$ cat src/rtl/dht11_scheduler.sv
// Measurement sequencer upstream of the DHT11 core: periodic/forced start pulses,
// minimum trigger spacing, response timeout with retries, and last-good-value latching.
module dht11_scheduler #(
  parameter int unsigned P_SYS_CLK_HZ = 100_000_000,
  parameter int unsigned P_PERIOD_MS  = 2000,
  parameter int unsigned P_MIN_GAP_MS = 1100,
  parameter int unsigned P_TIMEOUT_MS = 30,
  parameter int unsigned P_MAX_RETRY  = 2
) (
  input  logic        iClk,
  input  logic        iRstn,
  input  logic        iEnable,
  input  logic        iForce,
  output logic        oStart,
  input  logic        iValid,
  input  logic [15:0] iTemp,
  input  logic [15:0] iHumi,
  output logic [15:0] oTemp,
  output logic [15:0] oHumi,
  output logic        oUpdate,
  output logic        oFail,
  output logic [7:0]  oErrCnt,
  output logic        oBusy
);

  localparam logic [31:0] LP_1_MS = 32'(P_SYS_CLK_HZ / 1000);

  // A timed state of M ms is left on its last cycle, i.e. when the timer reads M*LP_1_MS-1.
  localparam logic [31:0] PERIOD_LAST  = 32'(P_PERIOD_MS)  * LP_1_MS - 32'd1;
  localparam logic [31:0] GAP_LAST     = 32'(P_MIN_GAP_MS) * LP_1_MS - 32'd1;
  localparam logic [31:0] TIMEOUT_LAST = 32'(P_TIMEOUT_MS) * LP_1_MS - 32'd1;

  localparam int RW = (P_MAX_RETRY < 1) ? 1 : $clog2(P_MAX_RETRY + 1);
  localparam logic [RW-1:0] MAX_RETRY = RW'(P_MAX_RETRY);

  typedef enum logic [2:0] {
    IDLE        = 3'd0,
    WAIT_PERIOD = 3'd1,
    TRIGGER     = 3'd2,
    WAIT_RESP   = 3'd3,
    RETRY_GAP   = 3'd4
  } state_t;

  state_t        state;
  logic [31:0]   timer;
  logic [RW-1:0] retry;
  logic          pending;

  // NOTE: every register here uses non-blocking assignment; the pulse/timer defaults at the
  // top of the clocked branch are deliberately overridden by later assignments in the same cycle.
  always_ff @(posedge iClk or negedge iRstn) begin
    if (!iRstn) begin
      state   <= IDLE;
      timer   <= '0;
      retry   <= '0;
      pending <= 1'b0;
      oStart  <= 1'b0;
      oTemp   <= '0;
      oHumi   <= '0;
      oUpdate <= 1'b0;
      oFail   <= 1'b0;
      oErrCnt <= '0;
      oBusy   <= 1'b0;
    end else begin
      oStart  <= 1'b0;
      oUpdate <= 1'b0;
      timer   <= timer + 32'd1;

      case (state)
        IDLE: begin
          timer   <= '0;
          pending <= 1'b0;
          retry   <= '0;
          oBusy   <= 1'b0;
          if (iEnable) state <= WAIT_PERIOD;
        end

        WAIT_PERIOD: begin
          if (!iEnable) begin
            state   <= IDLE;
            pending <= 1'b0;
            timer   <= '0;
          end else if (timer >= PERIOD_LAST ||
                       ((iForce || pending) && timer >= GAP_LAST)) begin
            state  <= TRIGGER;
            oStart <= 1'b1;
            oBusy  <= 1'b1;
            timer  <= '0;
          end else if (iForce) begin
            // Too soon after the last trigger: remember it and fire once the gap is met.
            pending <= 1'b1;
          end
        end

        TRIGGER: begin
          state   <= WAIT_RESP;
          pending <= 1'b0;
          timer   <= '0;
        end

        WAIT_RESP: begin
          // The core cannot be cancelled, so iEnable only matters once the transaction ends.
          if (iValid) begin
            oTemp   <= iTemp;
            oHumi   <= iHumi;
            oUpdate <= 1'b1;
            oFail   <= 1'b0;
            retry   <= '0;
            oBusy   <= 1'b0;
            timer   <= '0;
            state   <= iEnable ? WAIT_PERIOD : IDLE;
          end else if (timer >= TIMEOUT_LAST) begin
            if (oErrCnt != 8'hFF) oErrCnt <= oErrCnt + 8'd1;
            oBusy <= 1'b0;
            timer <= '0;
            if (retry < MAX_RETRY) begin
              retry <= retry + RW'(1);
              state <= RETRY_GAP;
            end else begin
              oFail <= 1'b1;
              retry <= '0;
              state <= iEnable ? WAIT_PERIOD : IDLE;
            end
          end
        end

        RETRY_GAP: begin
          if (!iEnable) begin
            state <= IDLE;
            retry <= '0;
            timer <= '0;
          end else if (timer >= GAP_LAST) begin
            state  <= TRIGGER;
            oStart <= 1'b1;
            oBusy  <= 1'b1;
            timer  <= '0;
          end
        end

        default: begin
          state <= IDLE;
          oBusy <= 1'b0;
          timer <= '0;
        end
      endcase
    end
  end

endmodule

$ cat config.mk
export PLATFORM = sky130hd
export DESIGN_NAME = dht11_scheduler
export DESIGN_NICKNAME = d
export VERILOG_FILES = /design/src/rtl/dht11_scheduler.sv
export SDC_FILE = /design/constraint.sdc
export NUM_CORES = 1
export LEC_CHECK = 0
export BUFFER_PORTS_ARGS = -buffer_cell sky130_fd_sc_hd__buf_2
export CORE_AREA = 4 4 102 104
export DETAILED_ROUTE_END_ITERATION = 8
export DIE_AREA = 0 0 106 108
export GPL_ROUTABILITY_DRIVEN = 0
export PLACE_DENSITY = 0.72
export SLEW_MARGIN = 25
export SYNTH_ARGS = -nofsm -noshare
export SYNTH_HDL_FRONTEND = slang
export SYNTH_SLANG_ARGS = --single-unit
$ cat constraint.sdc
create_clock -name iClk -period 2.8 [get_ports iClk]
set_input_delay 0 -clock iClk [delete_from_list [all_inputs] [get_ports iClk]]
set_output_delay 0 -clock iClk [all_outputs]
set_load 0.02 [all_outputs]
==> impl_metrics.py, run 1 <==
metrics = {
    "outcome": {
        "run_status": "completed",
    },
    "placed_design": {
        "portBuffers": 80,
        "place_hpwl_mm": 5.52,
        "placed_cells": 543,
        "postPlaceCellArea_um2": 4440,
    },
    "setup_path": {
        "r2r_slack_ps": 350,
        "path_buf_inv": 0,
        "crit_fanout": 5,
        "worstSetupPathType": "reg2reg",
        "cp-startpoint": "timer[31]$_DFF_PN0_",
        "arrival_ps": 2700,
        "startpoint_type": "register",
        "required_ps": 3050,
        "cp.depth": 6,
        "r2r_start": "timer[31]$_DFF_PN0_",
        "reg2reg_to": "retry[0]$_DFFE_PN0P_",
        "critPathCaptureType": "register",
        "cp_cell_sequence": "or4_4 -> or2_4 -> a2111oi_4 -> nand3_1 -> o21ai_2 -> mux2_1",
        "r2r_cells": 6,
        "worst_path_max_delay_cell": "or4_4",
        "slowest_delay_ps": 540,
        "crit_family": "simple AND/OR/NAND/NOR gates",
    },
    "routing": {
        "routed_wl_mm": 8.37,
        "avgViaCountPerCell": 4.97,
        "via_count": 2946,
        "drt_pass1_iterations": 4,
        "drtIter0Drc": 238,
        "avgRoutedWirePerCell_um": 14.1,
        "ant_nets": 0,
        "drc_errors": 0,
    },
    "yosys": {
        "syn_area_per_cell_um2": 11.5,
        "synth_area_um2": 3900,
        "synth_area_leaders": "dfrtp_1, mux2_2, xor2_1",
        "seq_area_frac_synth_pct": 52.7,
        "synth_cell_types": 60,
        "ys.warnings.count": 0,
        "synth_seq_cells": 82,
        "netlist_instances": 338,
        "synthTopCellsByCount": "dfrtp_1, mux2_2, nor2_1",
        "yosysMostFrequentCell": "dfrtp_1",
        "async_reset_ff_share_pct": 100,
        "synth_top_area_share_pct": 52.7,
        "synth_ff_type": "dfrtp_1",
        "synth_top_area_cell": "dfrtp_1",
        "synth-edff-count": 0,
    },
    "clock_tree": {
        "cts_buffer_depth": 2,
        "post_cts_buffers": 0,
        "numCtsBuffers": 9,
        "clock-root-buffer": "clkbuf_8",
        "cts.sinks": 82,
        "htree_levels": 3,
        "clkSlewWorstSetupHoldPaths_ps": 100,
        "cts_tree": "done",
        "clock_latency_ps": 360,
    },
    "sta": {
        "fin_crit_ps": 2450,
        "fin_skew_ps": 15.0,
        "fin_crit_sh_pct": 87.6,
        "relSlewSlack_pct": 52.3,
        "worst_slew_pin_slew_ps": 716,
        "setup_viol": 0,
        "tns_ps": 0,
        "rsz0062_at_grt": "false",
        "drv_slew": 0,
        "fmax_ghz": 0.408,
        "hold_viol": 0,
    },
    "power": {
        "switching_power_mw": 1.39,
        "seqPwrFrac_pct": 44.8,
        "clockPowerShare_pct": 21.1,
        "internal_power_mw": 2.37,
        "combPwrFrac_pct": 34.1,
        "peakVddDrop_v": 0.000396,
        "powerDensity_nw_per_um2": 758,
        "power.leakage_nw": 2.18,
        "swShare_pct": 36.9,
    },
    "min_path": {
        "hold_end": "retry[1]$_DFFE_PN0P_",
        "hold_depth": 4,
        "worstHoldStart": "iValid",
        "min_path_type": "in2reg",
    },
    "die": {
        "core-area_um2": 9550,
        "start_util_pct": 40.8,
        "dieWidth_um": 106,
        "io_pins": 81,
        "row_count": 36,
        "die_h_um": 108,
        "dieArea_um2": 11400,
    },
    "global_route": {
        "track_usage_pct": 15.2,
        "grt_overflow": 0,
        "grt_max_degree": 83,
        "grt_pass1_vias": 2950,
        "grt_first_pass_wirelength_mm": 14.0,
        "grt_antenna_before_repair": 0,
    },
    "final_layout": {
        "fin_nets": 494,
        "syn_to_final_growth_pct": 27.3,
        "fin_cells": 593,
        "n_antenna_cell": 0,
        "final_cell_area_um2": 4960,
        "drive_gt1_share_pct": 35.0,
    },
    "run": {
        "cap_violations": 0,
    },
}
==> registers in the layout, summed over array words and instances, names as in the netlist <==
name / count
oBusy: 1
oErrCnt: 8
oFail: 1
oHumi: 16
oStart: 1
oTemp: 16
oUpdate: 1
pending: 1
retry: 2
state: 3
timer: 32
==> cell families (layout without fill, tap and decap cells) <==
group                      Yosys count  in the layout  synth area share, %
buffers and inverters               16            135                 2.09
and+or+nand+nor                    135            135                 19.1
adders and majority gates            2              2                0.642
other                                1              4               0.0962
AOI/OAI and AO/OA                   34             34                 7.87
DFF                                 82             82                 52.7
muxes                               35             35                 10.1
xor gates and xnor gates            33             33                 7.42
==> worst reg2reg max path: stages, from the launching register on <==
cell and delay (ps):
dfrtp_1 370, or4_4 540, or2_4 260, a2111oi_4 420
nand3_1 280, o21ai_2 160, mux2_1 340
==> power groups by stage <==
stage                     clock network (mW)  registers, mW  logic (mW)
after global placement                     0           1.68        1.22
after floorplan                            0           2.00       0.510
after detailed placement                   0           1.70        1.24
after global routing                   0.870           1.73        1.38
final                                  0.792           1.68        1.28
after CTS                              0.815           1.68        1.28
==> repair_timing <==
action / 4_1_cts / 5_1_grt
hold buffers: 34 / 0
hold endpoints to repair: 115 / 0
gates resized for setup: 0 / 0
==> metal layers <==
metal  vias to the layer above  global-route usage, %  wire length (um)
li1                       1428                      -                 -
met1                      1440                   19.1              3690
met2                        63                   25.5              4220
met3                        15                   3.04               285
met4                         0                   6.75               176
met5                         -                      0                 0
==> final cells by class <==
type                       instances  area [um^2]
fill                             838         4590
clock inverter                     6         51.3
clock buffer                      10          128
sequential                        82         2050
tap                              133          166
multi-input combinational        243         1770
timing repair buffer             117          782
inverter                           2         7.51
==> worst max path at each step <==
stage,endpoint,slack (ps)
2_1_floorplan,retry[0]$_DFFE_PN0P_,520
3_3_place_gp,retry[0]$_DFFE_PN0P_,410
3_5_place_dp,retry[0]$_DFFE_PN0P_,360
4_1_cts,retry[0]$_DFFE_PN0P_,360
5_1_grt,retry[0]$_DFFE_PN0P_,230
6_report,retry[0]$_DFFE_PN0P_,350
==> cells in the final DEF, fill, tap and decap left out, types with 4 or more instances in the layout <==
cell type | netlist | routed
dfrtp_1 | 82 | 82
buf_2 | 4 | 79
dlygate4sd3_1 | 0 | 34
mux2_2 | 33 | 33
nor2_1 | 29 | 29
nand2_1 | 21 | 21
nor2_2 | 20 | 20
xor2_1 | 18 | 18
nand3_1 | 17 | 17
xnor2_1 | 15 | 15
clkbuf_8 | 0 | 9
nand4_1 | 7 | 7
and3_1 | 7 | 7
nor3_1 | 6 | 6
and4_1 | 5 | 5
a31oi_1 | 5 | 5
conb_1 | 1 | 4
==> per-stage QoR <==
step           worst slack [ps]  power, mW  utilization (%)  hold slack, ps
2_1_floorplan               516       2.51                -            -296
5_1_grt                     235       3.97             52.0            97.6
4_1_cts                     361       3.78             51.9            62.4
6_report                    348       3.76             52.0            70.6
3_3_place_gp                411       2.91             46.5             226
3_5_place_dp                363       2.95             46.5             235
(Power assumes the default switching activity.)
==> run 2: changes to the inputs <==
Clock period 2.8 ns to 3 ns, I/O delays scaled along.
==> impl_metrics.py, run 2 (synthesis results as in run 1) <==
metrics = {
    "outcome": {
        "run_status": "completed",
    },
    "routing": {
        "drt_pass1_iterations": 4,
        "drtIter0Drc": 151,
        "via_count": 2945,
        "avgViaCountPerCell": 4.97,
        "ant_nets": 0,
        "avgRoutedWirePerCell_um": 14.1,
        "routed_wl_mm": 8.33,
        "drc_errors": 0,
    },
    "clock_tree": {
        "cts_tree": "done",
        "clkSlewWorstSetupHoldPaths_ps": 100,
        "cts_buffer_depth": 2,
        "cts.sinks": 82,
        "postCtsHoldBufs": 34,
        "clock_latency_ps": 360,
        "numCtsBuffers": 9,
        "clock-root-buffer": "clkbuf_8",
        "cts_resized": 0,
        "post_cts_buffers": 0,
        "htree_levels": 3,
    },
    "run": {
        "cap_violations": 0,
    },
    "final_layout": {
        "regMostFlops": "timer",
        "syn_to_final_growth_pct": 27.3,
        "largest_register_ffs": 32,
        "fin_nets": 494,
        "nFillCells": 854,
        "layout_commonest_cell": "dfrtp_1",
        "layout_common_cells": "dfrtp_1, buf_2, dlygate4sd3_1",
        "drive_gt1_share_pct": 35.0,
        "fin_cells": 593,
        "top_regs": "timer: 32 flops, oHumi: 16 flops, oTemp: 16 flops",
        "n_antenna_cell": 0,
    },
    "sta": {
        "setup_slack_ps": 554,
        "relSlewSlack_pct": 52.7,
        "fmax_ghz": 0.409,
        "rsz0062_at_grt": "false",
        "worst_slew_pin_slew_ps": 709,
        "drv_slew": 0,
        "fin_crit_sh_pct": 81.5,
        "hold_viol": 0,
        "fin_crit_ps": 2450,
        "setup_viol": 0,
        "tns_ps": 0,
        "fin_skew_ps": 16.0,
    },
    "power": {
        "peakVddDrop_v": 0.000385,
        "power.leakage_nw": 2.18,
        "p_total_mw": 3.50,
        "powerDensity_nw_per_um2": 706,
    },
    "setup_path": {
        "startpoint_type": "register",
        "required_ps": 3250,
        "worst_path_max_delay_cell": "or4_4",
        "critPathCaptureType": "register",
        "worstSetupPathType": "reg2reg",
        "slowest_delay_ps": 530,
        "arrival_ps": 2700,
        "crit_fanout": 5,
        "cp_cell_sequence": "or4_4 -> or2_4 -> a2111oi_4 -> nand3_1 -> o21ai_2 -> mux2_1",
    },
    "placed_design": {
        "portBuffers": 80,
        "place_hpwl_mm": 5.53,
        "placed_cells": 543,
        "pre_cts_ws_ps": 560,
    },
    "global_route": {
        "grt_first_pass_wirelength_mm": 13.8,
        "track_usage_pct": 14.9,
        "grt_pass1_vias": 2938,
        "grt_antenna_before_repair": 0,
        "grt_overflow": 0,
        "grt_max_degree": 83,
    },
    "die": {
        "dieArea_um2": 11400,
        "io_pins": 81,
        "dieWidth_um": 106,
        "row_count": 36,
        "core-area_um2": 9550,
        "start_util_pct": 40.8,
        "die_h_um": 108,
    },
    "min_path": {
        "min_path_type": "in2reg",
    },
}
[run 2: report_power, final]
part	switching, mW	total, mW	leakage, nW	internal, mW
logic	0.681	1.20	1.04	0.519
clock network	0.423	0.734	0.0810	0.311
registers	0.184	1.57	1.06	1.38
[run 2: path summary, 6_finish.rpt]
kind	cells after the start	from	endpoint	slack, ps
worst max-delay path	6	timer[31]$_DFF_PN0_	retry[0]$_DFFE_PN0P_	550
worst min-delay path	4	iValid	retry[1]$_DFFE_PN0P_	80
worst max register to register	6	timer[31]$_DFF_PN0_	retry[0]$_DFFE_PN0P_	550
worst min register to register	1	oErrCnt[5]$_DFFE_PN0P_	oErrCnt[5]$_DFFE_PN0P_	490
max in group asynchronous	2	iRstn	timer[5]$_DFF_PN0_	2250
min in group asynchronous	2	iRstn	oUpdate$_DFF_PN0_	280
[run 2: final cells by class]
| type | instances | area (um^2) | share of cell area [%] |
|---|---|---|---|
| Clock buffer | 10 | 128 | 2.57 |
| Multi-Input combinational cell | 243 | 1770 | 35.8 |
| Timing Repair Buffer | 117 | 782 | 15.8 |
| Clock inverter | 6 | 51.3 | 1.03 |
| Inverter | 2 | 7.51 | 0.151 |
| Tap cell | 133 | 166 | 3.35 |
| Sequential cell | 82 | 2050 | 41.4 |
[run 2: per-stage QoR]
stage	cell area (um^2)	hold WS (ps)	utilization, %
after detailed placement	4440	235	46.5
after global placement	4440	226	46.5
after floorplan	3910	-296	-
final	4960	84.6	52.0
after CTS	4960	61.3	51.9
after global routing	4960	95.2	52.0
[run 2: critical path, delay by kind of cell, from the launching register on]
| kind | cells | cell delay (ps) |
|---|---|---|
| AO/OA/AOI/OAI | 2 | 570 |
| multiplexers | 1 | 340 |
| flip-flops | 1 | 370 |
| AND/OR/NAND/NOR | 3 | 1070 |
[run 2: routing by layer]
layer / wire, um / share of wire, % / GRT usage (%) / vias up
met5: 0 / 0 / 0 / -
li1: - / - / - / 1437
met2: 4220 / 51 / 25.4 / 69
met4: 228 / 2.7 / 7.22 / 0
met3: 304 / 3.6 / 2.63 / 17
met1: 3580 / 43 / 18.6 / 1422
==> run 3: changes to the inputs <==
Settings changed: ABC_AREA set to 1, CORE_AREA 4 4 102 104 to 4 4 105 107, DIE_AREA 0 0 106 108 to 0 0 109 111, PLACE_DENSITY 0.72 to 0.71.
Clock period 3 ns to 2.6 ns, I/O delays scaled along.
==> impl_metrics.py, run 3 <==
metrics = {
    "yosys": {
        "synth_ff_type": "dfrtp_1",
        "seq_area_frac_synth_pct": 49.7,
        "synth_seq_cells": 82,
        "ys.warnings.count": 0,
        "synth_area_um2": 4130,
        "synth_top_family_by_area": "simple AND/OR/NAND/NOR gates",
        "synth_xor_area_share_pct": 4.88,
        "synth_cell_types": 36,
        "synth_fa_ha_area_share_pct": 0.606,
        "synth-edff-count": 0,
        "async_reset_ff_share_pct": 100,
        "synth_top_area_cell": "dfrtp_1",
        "synth_compound_gate_area_share_pct": 3.09,
        "synthTopCellsByCount": "nand2_1, dfrtp_1, nor2_1",
        "yosysMostFrequentCell": "nand2_1",
        "synth_top_area_share_pct": 49.7,
        "muxShareOfSynthArea_pct": 0.273,
        "netlist_instances": 524,
        "yosys.area_share.simple_pct": 34.5,
        "synth_area_leaders": "dfrtp_1, nand2_1, nor2_1",
        "syn_area_per_cell_um2": 7.88,
    },
    "sta": {
        "tns_ps": 0,
        "fin_crit_ps": 2080,
        "relSlewSlack_pct": 34.7,
        "fmax_ghz": 0.480,
        "rsz0062_at_grt": "false",
        "setup_viol": 0,
        "fin_skew_ps": 9.51,
        "worst_slew_pin_slew_ps": 978,
        "hold_viol": 0,
        "fin_hold_ws_ps": 23.6,
        "drv_slew": 0,
        "fin_crit_sh_pct": 80.1,
    },
    "die": {
        "row_count": 37,
        "dieWidth_um": 109,
        "start_util_pct": 40.7,
        "core-area_um2": 10100,
        "io_pins": 81,
        "dieArea_um2": 12100,
        "die_h_um": 111,
    },
    "global_route": {
        "grt_pass1_vias": 3818,
        "grt_overflow": 0,
        "grt_max_degree": 83,
        "grt_first_pass_wirelength_mm": 17.7,
        "grt_antenna_before_repair": 0,
        "track_usage_pct": 18.0,
    },
    "placed_design": {
        "place_hpwl_mm": 6.80,
        "portBuffers": 80,
    },
    "routing": {
        "drtIter0Drc": 206,
        "ant_nets": 0,
        "via_count": 3707,
        "drc_errors": 0,
        "avgViaCountPerCell": 4.73,
        "drt_pass1_iterations": 4,
        "routed_wl_mm": 9.93,
        "avgRoutedWirePerCell_um": 12.7,
    },
    "final_layout": {
        "drive_gt1_share_pct": 20.6,
        "layout_common_cells": "nand2_1, dfrtp_1, buf_2",
        "regMostFlops": "timer",
        "syn_to_final_growth_pct": 26.9,
        "top_regs": "timer: 32 flops, oHumi: 16 flops, oTemp: 16 flops",
        "nFillCells": 923,
        "fin_nets": 682,
        "layout_commonest_cell": "nand2_1",
        "largest_register_ffs": 32,
        "final_core_util_pct": 51.7,
        "n_antenna_cell": 0,
    },
    "clock_tree": {
        "clkSlewWorstSetupHoldPaths_ps": 80,
        "numCtsBuffers": 9,
        "cts.sinks": 82,
        "cts_buffer_depth": 2,
        "cts_tree": "done",
        "clock-root-buffer": "clkbuf_8",
        "post_cts_buffers": 0,
        "cts_resized": 0,
        "clock_latency_ps": 360,
        "postCtsHoldBufs": 33,
        "htree_levels": 3,
    },
    "min_path": {
        "hold_end": "state[1]$_DFFE_PN0P_",
        "hold_depth": 4,
        "worstHoldStart": "iValid",
        "min_path_type": "in2reg",
    },
    "setup_path": {
        "startpoint_type": "register",
        "r2r_slack_ps": 520,
        "critPathCaptureType": "register",
        "worstSetupPathType": "reg2reg",
        "reg2reg_to": "state[0]$_DFFE_PN0P_",
        "r2r_start": "timer[0]$_DFF_PN0_",
        "arrival_ps": 2330,
        "r2r_cells": 16,
        "required_ps": 2850,
        "crit_fanout": 32,
    },
    "power": {
        "power.leakage_nw": 2.60,
        "powerDensity_nw_per_um2": 801,
        "peakVddDrop_v": 0.000554,
    },
    "run": {
        "cap_violations": 0,
    },
    "outcome": {
        "run_status": "completed",
    },
}
[run 3: changes by cell type after synthesis, sizes merged, moves of 10 or more]
cell,previous run,this run
o21ai,4,14
inv,2,58
nand2,21,191
xnor2,15,5
mux2,34,1
nor3,6,20
nor2,49,74
[run 3: how the worst max path moves through the flow]
stage                                 from                endpoint  slack [ps]
floorplan           oErrCnt[0]$_DFFE_PN0P_  oErrCnt[1]$_DFFE_PN0P_         800
global placement        timer[0]$_DFF_PN0_    state[0]$_DFFE_PN0P_         610
detailed placement      timer[0]$_DFF_PN0_    state[0]$_DFFE_PN0P_         540
CTS                     timer[0]$_DFF_PN0_    state[0]$_DFFE_PN0P_         510
global route            timer[0]$_DFF_PN0_    state[0]$_DFFE_PN0P_         230
finish                  timer[0]$_DFF_PN0_    state[0]$_DFFE_PN0P_         520
[run 3: routing by layer]
metal  wire, um  GRT usage, %  vias to the layer above
met3        730          5.53                       16
met2       4720          28.5                      116
met4        177          6.06                        0
li1           -             -                     1848
met1       4300          23.3                     1727
met5          0             0                        -
[run 3: area by class of cell]
type | instances | area [um^2] | area share, %
Sequential cell | 82 | 2050 | 39.2
Tap cell | 136 | 170 | 3.25
Multi-Input combinational cell | 378 | 1810 | 34.5
Inverter | 58 | 218 | 4.16
Timing Repair Buffer | 114 | 744 | 14.2
Clock buffer | 10 | 138 | 2.63
Clock inverter | 5 | 110 | 2.10
[run 3: stage by stage]
| stage | total power [mW] | cell area, um^2 | std cells | setup WS [ps] |
|---|---|---|---|---|
| floorplan | 2.57 | 4140 | 527 | 800 |
| global placement | 2.99 | 4660 | 735 | 609 |
| detailed placement | 3.03 | 4660 | 735 | 540 |
| CTS | 4.21 | 5230 | 783 | 512 |
| global route | 4.47 | 5240 | 783 | 230 |
| finish | 4.19 | 5240 | 783 | 517 |
[run 3: critical path: stages (launching register included)]
cell and delay (ps):
dfrtp_1 400, ha_1 200, nand2_1 90, nor2_2 150
nand2_1 90, nand2_1 70, nand2_1 50, nand2_1 60
nand2_1 60, nand3_1 100, nand2_1 80, inv_2 70
nand2_2 60, nand2_4 300, nand2_1 90, nand2_1 70
nand2_1 40
[run 3: cells by family (layout without fill, tap and decap cells)]
| group | after synthesis | after routing |
|---|---|---|
| buf+inv | 67 | 187 |
| simple gates | 325 | 325 |
| xor+xnor | 23 | 23 |
| other cells | 1 | 4 |
| compound gates | 23 | 23 |
| fa+ha+maj | 2 | 2 |
| flops | 82 | 82 |
| mux | 1 | 1 |
[run 3: power by group]
| part | switching, mW | total, mW | internal (mW) |
|---|---|---|---|
| logic | 0.854 | 1.30 | 0.442 |
| registers | 0.184 | 1.76 | 1.57 |
| clock network | 0.472 | 1.14 | 0.669 |
| total | 1.51 | 4.19 | 2.68 |
